**config.mk**
```make
export PLATFORM = sky130hd
export DESIGN_NAME = dm_arbiter
export DESIGN_NICKNAME = d
export VERILOG_FILES = /design/src/rtl/dm_arb_pkg.sv /design/src/rtl/dm_lane_align.sv /design/src/rtl/dm_arbiter.sv
export SDC_FILE = /design/constraint.sdc
export NUM_CORES = 1
export LEC_CHECK = 0
export BUFFER_PORTS_ARGS = -buffer_cell sky130_fd_sc_hd__buf_2
export CORE_AREA = 2 2 113 115
export CTS_CLUSTER_SIZE = 24
export DETAILED_ROUTE_END_ITERATION = 16
export DIE_AREA = 0 0 115 117
export HOLD_SLACK_MARGIN = 0.12
export PLACE_DENSITY = 0.59
export SLEW_MARGIN = 0
export SYNTH_ARGS = -nofsm -noshare
export SYNTH_HDL_FRONTEND = slang
export SYNTH_SLANG_ARGS = --single-unit
```
**constraint.sdc**
```tcl
create_clock -name CLK -period 4.1 [get_ports CLK]
set_clock_uncertainty 0.15 [all_clocks]
set_input_delay 0.82 -clock CLK [delete_from_list [all_inputs] [get_ports CLK]]
set_output_delay 0.82 -clock CLK [all_outputs]
set_load 0.05 [all_outputs]
```
**src/rtl/dm_arb_pkg.sv**
```systemverilog
// Shared encodings for the data-memory arbiter: access sizes, FSM states and
// the helper that aligns a byte offset to the access size.
package dm_arb_pkg;

    localparam logic [1:0] SZ_WORD = 2'b00;
    localparam logic [1:0] SZ_BYTE = 2'b01;
    localparam logic [1:0] SZ_HALF = 2'b10;

    localparam logic [3:0] BE_WORD = 4'b1111;

    typedef enum logic [1:0] {
        ST_IDLE   = 2'd0,
        ST_RD_CPU = 2'd1,
        ST_RD_EXT = 2'd2
    } state_t;

    // Misaligned words use offset 0 and misaligned halves drop bit 0; the
    // encoding 2'b11 behaves as a word.
    function automatic logic [1:0] norm_off(input logic [1:0] size,
                                            input logic [1:0] off);
        logic [1:0] r;
        case (size)
            SZ_BYTE: r = off;
            SZ_HALF: r = {off[1], 1'b0};
            default: r = 2'b00;
        endcase
        return r;
    endfunction

endpackage

```
**src/rtl/dm_lane_align.sv**
```systemverilog
// Combinational byte-lane logic: places CPU store data onto the memory lanes
// with byte enables, and extracts/extends CPU load data from the read word.
module dm_lane_align
    import dm_arb_pkg::*;
(
    input  logic [1:0]  st_size,
    input  logic [1:0]  st_off,
    input  logic [31:0] st_data,
    output logic [3:0]  st_be,
    output logic [31:0] st_wdata,
    input  logic [1:0]  ld_size,
    input  logic [1:0]  ld_off,
    input  logic        ld_sign,
    input  logic [31:0] ld_word,
    output logic [31:0] ld_data
);

    logic [1:0]  st_lane;
    logic [1:0]  ld_lane;
    logic [31:0] ld_shift;

    always_comb begin
        st_lane  = norm_off(st_size, st_off);
        st_be    = BE_WORD;
        st_wdata = st_data;
        case (st_size)
            SZ_BYTE: begin
                st_be    = 4'b0001 << st_lane;
                st_wdata = {4{st_data[7:0]}};
            end
            SZ_HALF: begin
                st_be    = st_lane[1] ? 4'b1100 : 4'b0011;
                st_wdata = {2{st_data[15:0]}};
            end
            default: ;
        endcase
    end

    always_comb begin
        ld_lane  = norm_off(ld_size, ld_off);
        // Bring the selected lane down to bit 0 before extending.
        ld_shift = ld_word >> {ld_lane, 3'b000};
        case (ld_size)
            SZ_BYTE: ld_data = {{24{ld_sign & ld_shift[7]}},  ld_shift[7:0]};
            SZ_HALF: ld_data = {{16{ld_sign & ld_shift[15]}}, ld_shift[15:0]};
            default: ld_data = ld_word;
        endcase
    end

endmodule

```
**src/rtl/dm_arbiter.sv**
```systemverilog
// Single-port data memory arbiter between the CPU M stage and an external
// requester. Optional misalignment trap: define DM_ALIGN_CHECK_EN.
module dm_arbiter
    import dm_arb_pkg::*;
#(
    parameter int   ADDR_W  = 12,
    parameter logic RR_INIT = 1'b0
) (
    input  logic              CLK,
    input  logic              Reset,
    input  logic              cpu_req,
    input  logic              cpu_we,
    input  logic [1:0]        cpu_size,
    input  logic              cpu_sign,
    input  logic [31:0]       cpu_addr,
    input  logic [31:0]       cpu_wdata,
    output logic              cpu_stall,
    output logic [31:0]       cpu_rdata,
    output logic              cpu_rvalid,
`ifdef DM_ALIGN_CHECK_EN
    output logic              cpu_err,
`endif
    input  logic              ext_req,
    input  logic              ext_we,
    input  logic [31:0]       ext_addr,
    input  logic [3:0]        ext_be,
    input  logic [31:0]       ext_wdata,
    output logic              ext_gnt,
    output logic [31:0]       ext_rdata,
    output logic              ext_rvalid,
    output logic              mem_en,
    output logic [3:0]        mem_we,
    output logic [ADDR_W-1:0] mem_addr,
    output logic [31:0]       mem_wdata,
    input  logic [31:0]       mem_rdata
);

    state_t      state, state_nxt;
    logic        rr, rr_nxt;
    logic        gnt_cpu, gnt_ext;
    logic        misal, cpu_ok, err;
    logic        rd_cpu, rd_ext;
    logic [1:0]  ld_size, ld_off;
    logic        ld_sign;
    logic [3:0]  st_be;
    logic [31:0] st_wdata, ld_data;
    logic        unused_addr_bits;

    assign unused_addr_bits = ^{cpu_addr[31:ADDR_W+2], ext_addr[31:ADDR_W+2],
                                ext_addr[1:0]};

`ifdef DM_ALIGN_CHECK_EN
    always_comb begin
        case (cpu_size)
            SZ_BYTE: misal = 1'b0;
            SZ_HALF: misal = cpu_addr[0];
            default: misal = |cpu_addr[1:0];
        endcase
    end
`else
    assign misal = 1'b0;
`endif

    assign cpu_ok = cpu_req & ~misal;

    dm_lane_align u_lane (
        .st_size  (cpu_size),
        .st_off   (cpu_addr[1:0]),
        .st_data  (cpu_wdata),
        .st_be    (st_be),
        .st_wdata (st_wdata),
        .ld_size  (ld_size),
        .ld_off   (ld_off),
        .ld_sign  (ld_sign),
        .ld_word  (mem_rdata),
        .ld_data  (ld_data)
    );

    // Reset gates every grant and completion so it dominates same-cycle
    // requests and discards a read in flight.
    always_comb begin
        state_nxt = state;
        rr_nxt    = rr;
        gnt_cpu   = 1'b0;
        gnt_ext   = 1'b0;
        err       = 1'b0;
        if (!Reset) begin
            case (state)
                ST_IDLE: begin
                    err = cpu_req & misal;
                    if (cpu_ok && (!ext_req || !rr))
                        gnt_cpu = 1'b1;
                    else if (ext_req)
                        gnt_ext = 1'b1;
                    if (gnt_cpu) begin
                        rr_nxt    = 1'b1;
                        state_nxt = cpu_we ? ST_IDLE : ST_RD_CPU;
                    end
                    if (gnt_ext) begin
                        rr_nxt    = 1'b0;
                        state_nxt = ext_we ? ST_IDLE : ST_RD_EXT;
                    end
                end
                default: state_nxt = ST_IDLE;
            endcase
        end
    end

    always_ff @(posedge CLK) begin
        if (Reset) begin
            state   <= ST_IDLE;
            rr      <= RR_INIT;
            ld_size <= 2'b00;
            ld_off  <= 2'b00;
            ld_sign <= 1'b0;
        end else begin
            state <= state_nxt;
            rr    <= rr_nxt;
            if (gnt_cpu && !cpu_we) begin
                ld_size <= cpu_size;
                ld_off  <= cpu_addr[1:0];
                ld_sign <= cpu_sign;
            end
        end
    end

    always_comb begin
        mem_en    = 1'b0;
        mem_we    = 4'b0000;
        mem_addr  = '0;
        mem_wdata = 32'h0;
        if (gnt_cpu) begin
            mem_en    = 1'b1;
            mem_we    = cpu_we ? st_be : 4'b0000;
            mem_addr  = cpu_addr[ADDR_W+1:2];
            mem_wdata = st_wdata;
        end else if (gnt_ext) begin
            mem_en    = 1'b1;
            mem_we    = ext_we ? ext_be : 4'b0000;
            mem_addr  = ext_addr[ADDR_W+1:2];
            mem_wdata = ext_wdata;
        end
    end

    assign rd_cpu     = (state == ST_RD_CPU) & ~Reset;
    assign rd_ext     = (state == ST_RD_EXT) & ~Reset;

    assign cpu_stall  = cpu_req & ~((gnt_cpu & cpu_we) | rd_cpu | err);
    assign cpu_rvalid = rd_cpu;
    assign cpu_rdata  = rd_cpu ? ld_data : 32'h0;
    assign ext_gnt    = gnt_ext;
    assign ext_rvalid = rd_ext;
    assign ext_rdata  = rd_ext ? mem_rdata : 32'h0;

`ifdef DM_ALIGN_CHECK_EN
    assign cpu_err = err;

    always_ff @(posedge CLK) begin
        if (err)
            $display("%0t dm_arbiter: misaligned cpu access at %h", $time, cpu_addr);
    end
`endif

endmodule

```
==> results.json <==
{
  "status": "complete, no violations",
  "cts.repair.resized": 0,
  "stdcell_area_mm2": 0.003954,
  "chipHeight_um": 117,
  "hold_viol_final": 0,
  "slew_violations": 0,
  "multi_input_area_mm2": 0.002058,
  "gp_congestion": 0.9079,
  "rows": 41,
  "post-place-cells": 779,
  "clock_latency_ns": 0.23,
  "drive_gt1_share_pct": 47.15,
  "final_nets": 813,
  "fin_ws_ns": 0.4123,
  "clk_pin_slew_ns": 0.04,
  "crit_path_end_kind": "output pin",
  "yosysWarnings": 0,
  "tightest_slew_ns": 0.6120,
  "post_synth.cell_area_avg_um2": 6.202,
  "ios": 290,
  "yosysTopAreaCell": "a21oi_1",
  "crit_type": "flip-flop to output pin",
  "synth_top_area_share_pct": 10.01,
  "route.detailed.drc": 0,
  "areaGrowthSynthToFinish_pct": 61.39,
  "h-tree-depth": 1,
  "cts_max_path_buffers": 2,
  "grt_pass1_wl_um": 17440,
  "yosysMostFrequentCell": "nand2_1",
  "synth.net_count": 574,
  "ctsHoldBuffers": 0,
  "rsz0062_at_grt": "no",
  "cts_tree": "built",
  "syn_area_mm2": 0.002450,
  "cts_setup_buffers": 0,
  "power.total_mw": 0.7297,
  "worst_hold_slack_ns": 0.3696,
  "synth_commonest_cells": "nand2_1, a21oi_1, o21ai_0",
  "seq_area_um2": 160.2,
  "cts.sinks": 8,
  "initial_core_util_pct": 19.90,
  "setup_viol": 0,
  "worstPathArrival_ns": 2.72,
  "fmax_mhz": 271.2,
  "max-cap-violations": 0,
  "period_share_pct": 89.94,
  "ys_ff_latch": 8,
  "synth_cells": 395,
  "crit_end": "cpu_rdata[17]",
  "synth_edf_count": 0,
  "rr_startpoint": "state[0]$_SDFFE_PP0N_",
  "grtUsageTotal_pct": 16.47,
  "post-place-ws_ns": 0.4844,
  "ir_drop_uv": 118.0,
  "async_reset_ff_share_pct": 0,
  "yosysSeqAreaShare_pct": 6.537,
  "cp.required_ns": 3.13,
  "worstRegToRegCells": 6,
  "viasPerCell": 4.861,
  "drtAntennaViolNets": 0,
  "grt_pass1_vias": 3430,
  "hpwl_um": 10420,
  "synth.area.top_cells": "a21oi_1, o21ai_0, and2_1",
  "layout_min_cycle_time_ns": 3.688,
  "gr-total-overflow": 0,
  "placed_area_mm2": 0.003876,
  "setup-tns-final_ns": 0,
  "cts_made_buffers": 3,
  "coreArea_mm2": 0.01231,
  "drt_iter0_drc": 173,
  "root_buffer": "clkbuf_16",
  "slew_headroom_pct": 59.20,
  "ff2ff_setup_slack_ns": 2.36,
  "fillers": 1421,
  "die_w_um": 115,
  "instances_no_fill": 783,
  "utilization_pct": 32.11,
  "die_area_mm2": 0.01346,
  "grt_max_degree": 34,
  "r2r_end": "ld_off[1]$_SDFFE_PP0P_",
  "antenna_found_initial": 0,
  "p_per_area_mw_per_mm2": 184.6,
  "num_vias": 3806,
  "wl_per_cell_um": 15.78,
  "startpoint": "ld_size[0]$_SDFFE_PP0P_",
  "ys.flop_type": "dfxtp_1",
  "wl_um": 12360,
  "io_buffers": 251,
  "min_path_type": "flip-flop to flip-flop",
  "leakage_nw": 2.194,
  "cp-start-kind": "flip-flop",
  "synth_cell_types": 44,
  "critical_path.max_fanout": 16,
  "firstDrtPassIters": 4
}
worst min-delay path by stage:
stage | depth (start not counted) | slack [ns] | endpoint | from
floorplan | 2 | 0.32 | rr$_SDFFE_PP0P_ | rr$_SDFFE_PP0P_
global placement | 2 | 0.35 | rr$_SDFFE_PP0P_ | rr$_SDFFE_PP0P_
detailed placement | 2 | 0.36 | rr$_SDFFE_PP0P_ | rr$_SDFFE_PP0P_
CTS | 2 | 0.37 | rr$_SDFFE_PP0P_ | rr$_SDFFE_PP0P_
global route | 2 | 0.40 | rr$_SDFFE_PP0P_ | rr$_SDFFE_PP0P_
finish | 2 | 0.37 | ld_size[1]$_SDFFE_PP0P_ | ld_size[1]$_SDFFE_PP0P_
cell type report:
class | instances | share of cell area (%)
tap | 150 | 4.747
antenna | 1 | 0.06329
sequential | 8 | 4.051
clock buffer | 3 | 1.899
multi-input combinational | 330 | 52.06
inverter | 23 | 2.184
timing repair buffer | 268 | 35.00
power breakdown:
| part | internal (mW) | switching, mW |
|---|---|---|
| Combinational | 0.151 | 0.331 |
| Sequential | 0.0816 | 0.00358 |
| Clock | 0.126 | 0.0370 |
registers in the layout, indices dropped and copies added (netlist names):
name     cells
ld_size      2
ld_sign      1
ld_off       2
rr           1
state        2
layer usage:
layer  part of all wire, %  vias to the layer above  track usage [%]
li1                      -                     1889                -
met1                    38                     1679            17.98
met2                    51                      213            31.88
met3                   7.7                       25            2.266
met4                   3.6                        0            6.747
met5                     0                        -                0
layout by cell type (no fill, tap or decap), types with 5 or more instances in the layout:
| cell | n |
|---|---|
| a21oi_1 | 49 |
| a21oi_2 | 10 |
| a221o_1 | 8 |
| a22o_1 | 20 |
| and2_1 | 33 |
| buf_2 | 251 |
| buf_4 | 17 |
| dfxtp_1 | 8 |
| ha_1 | 6 |
| inv_1 | 23 |
| mux2i_1 | 6 |
| nand2_1 | 54 |
| nand3_1 | 6 |
| nor2_1 | 16 |
| nor2b_1 | 17 |
| nor3_1 | 7 |
| nor3b_1 | 8 |
| o21ai_0 | 43 |
| o221a_2 | 6 |
| o2bb2ai_1 | 5 |
| o31ai_1 | 5 |
critical path: stages (launching register included):
cell and delay, ns:
dfxtp_1 0.37, inv_1 0.06, ha_1 0.35, nor2b_2 0.32
o21ai_2 0.27, o311ai_4 0.39, o21ai_4 0.23, a21oi_1 0.20
buf_2 0.29
cell families (layout without fill, tap and decap cells):
| family | count (synthesis) | after routing | share of synthesized area [%] |
|---|---|---|---|
| simple gates | 152 | 152 | 31.66 |
| other cells | 0 | 1 | 0 |
| fa+ha+maj | 6 | 6 | 3.064 |
| mux | 7 | 7 | 2.911 |
| buf+inv | 57 | 294 | 9.703 |
| compound gates | 165 | 165 | 46.12 |
| flops | 8 | 8 | 6.537 |
(Power assumes the default switching activity.)
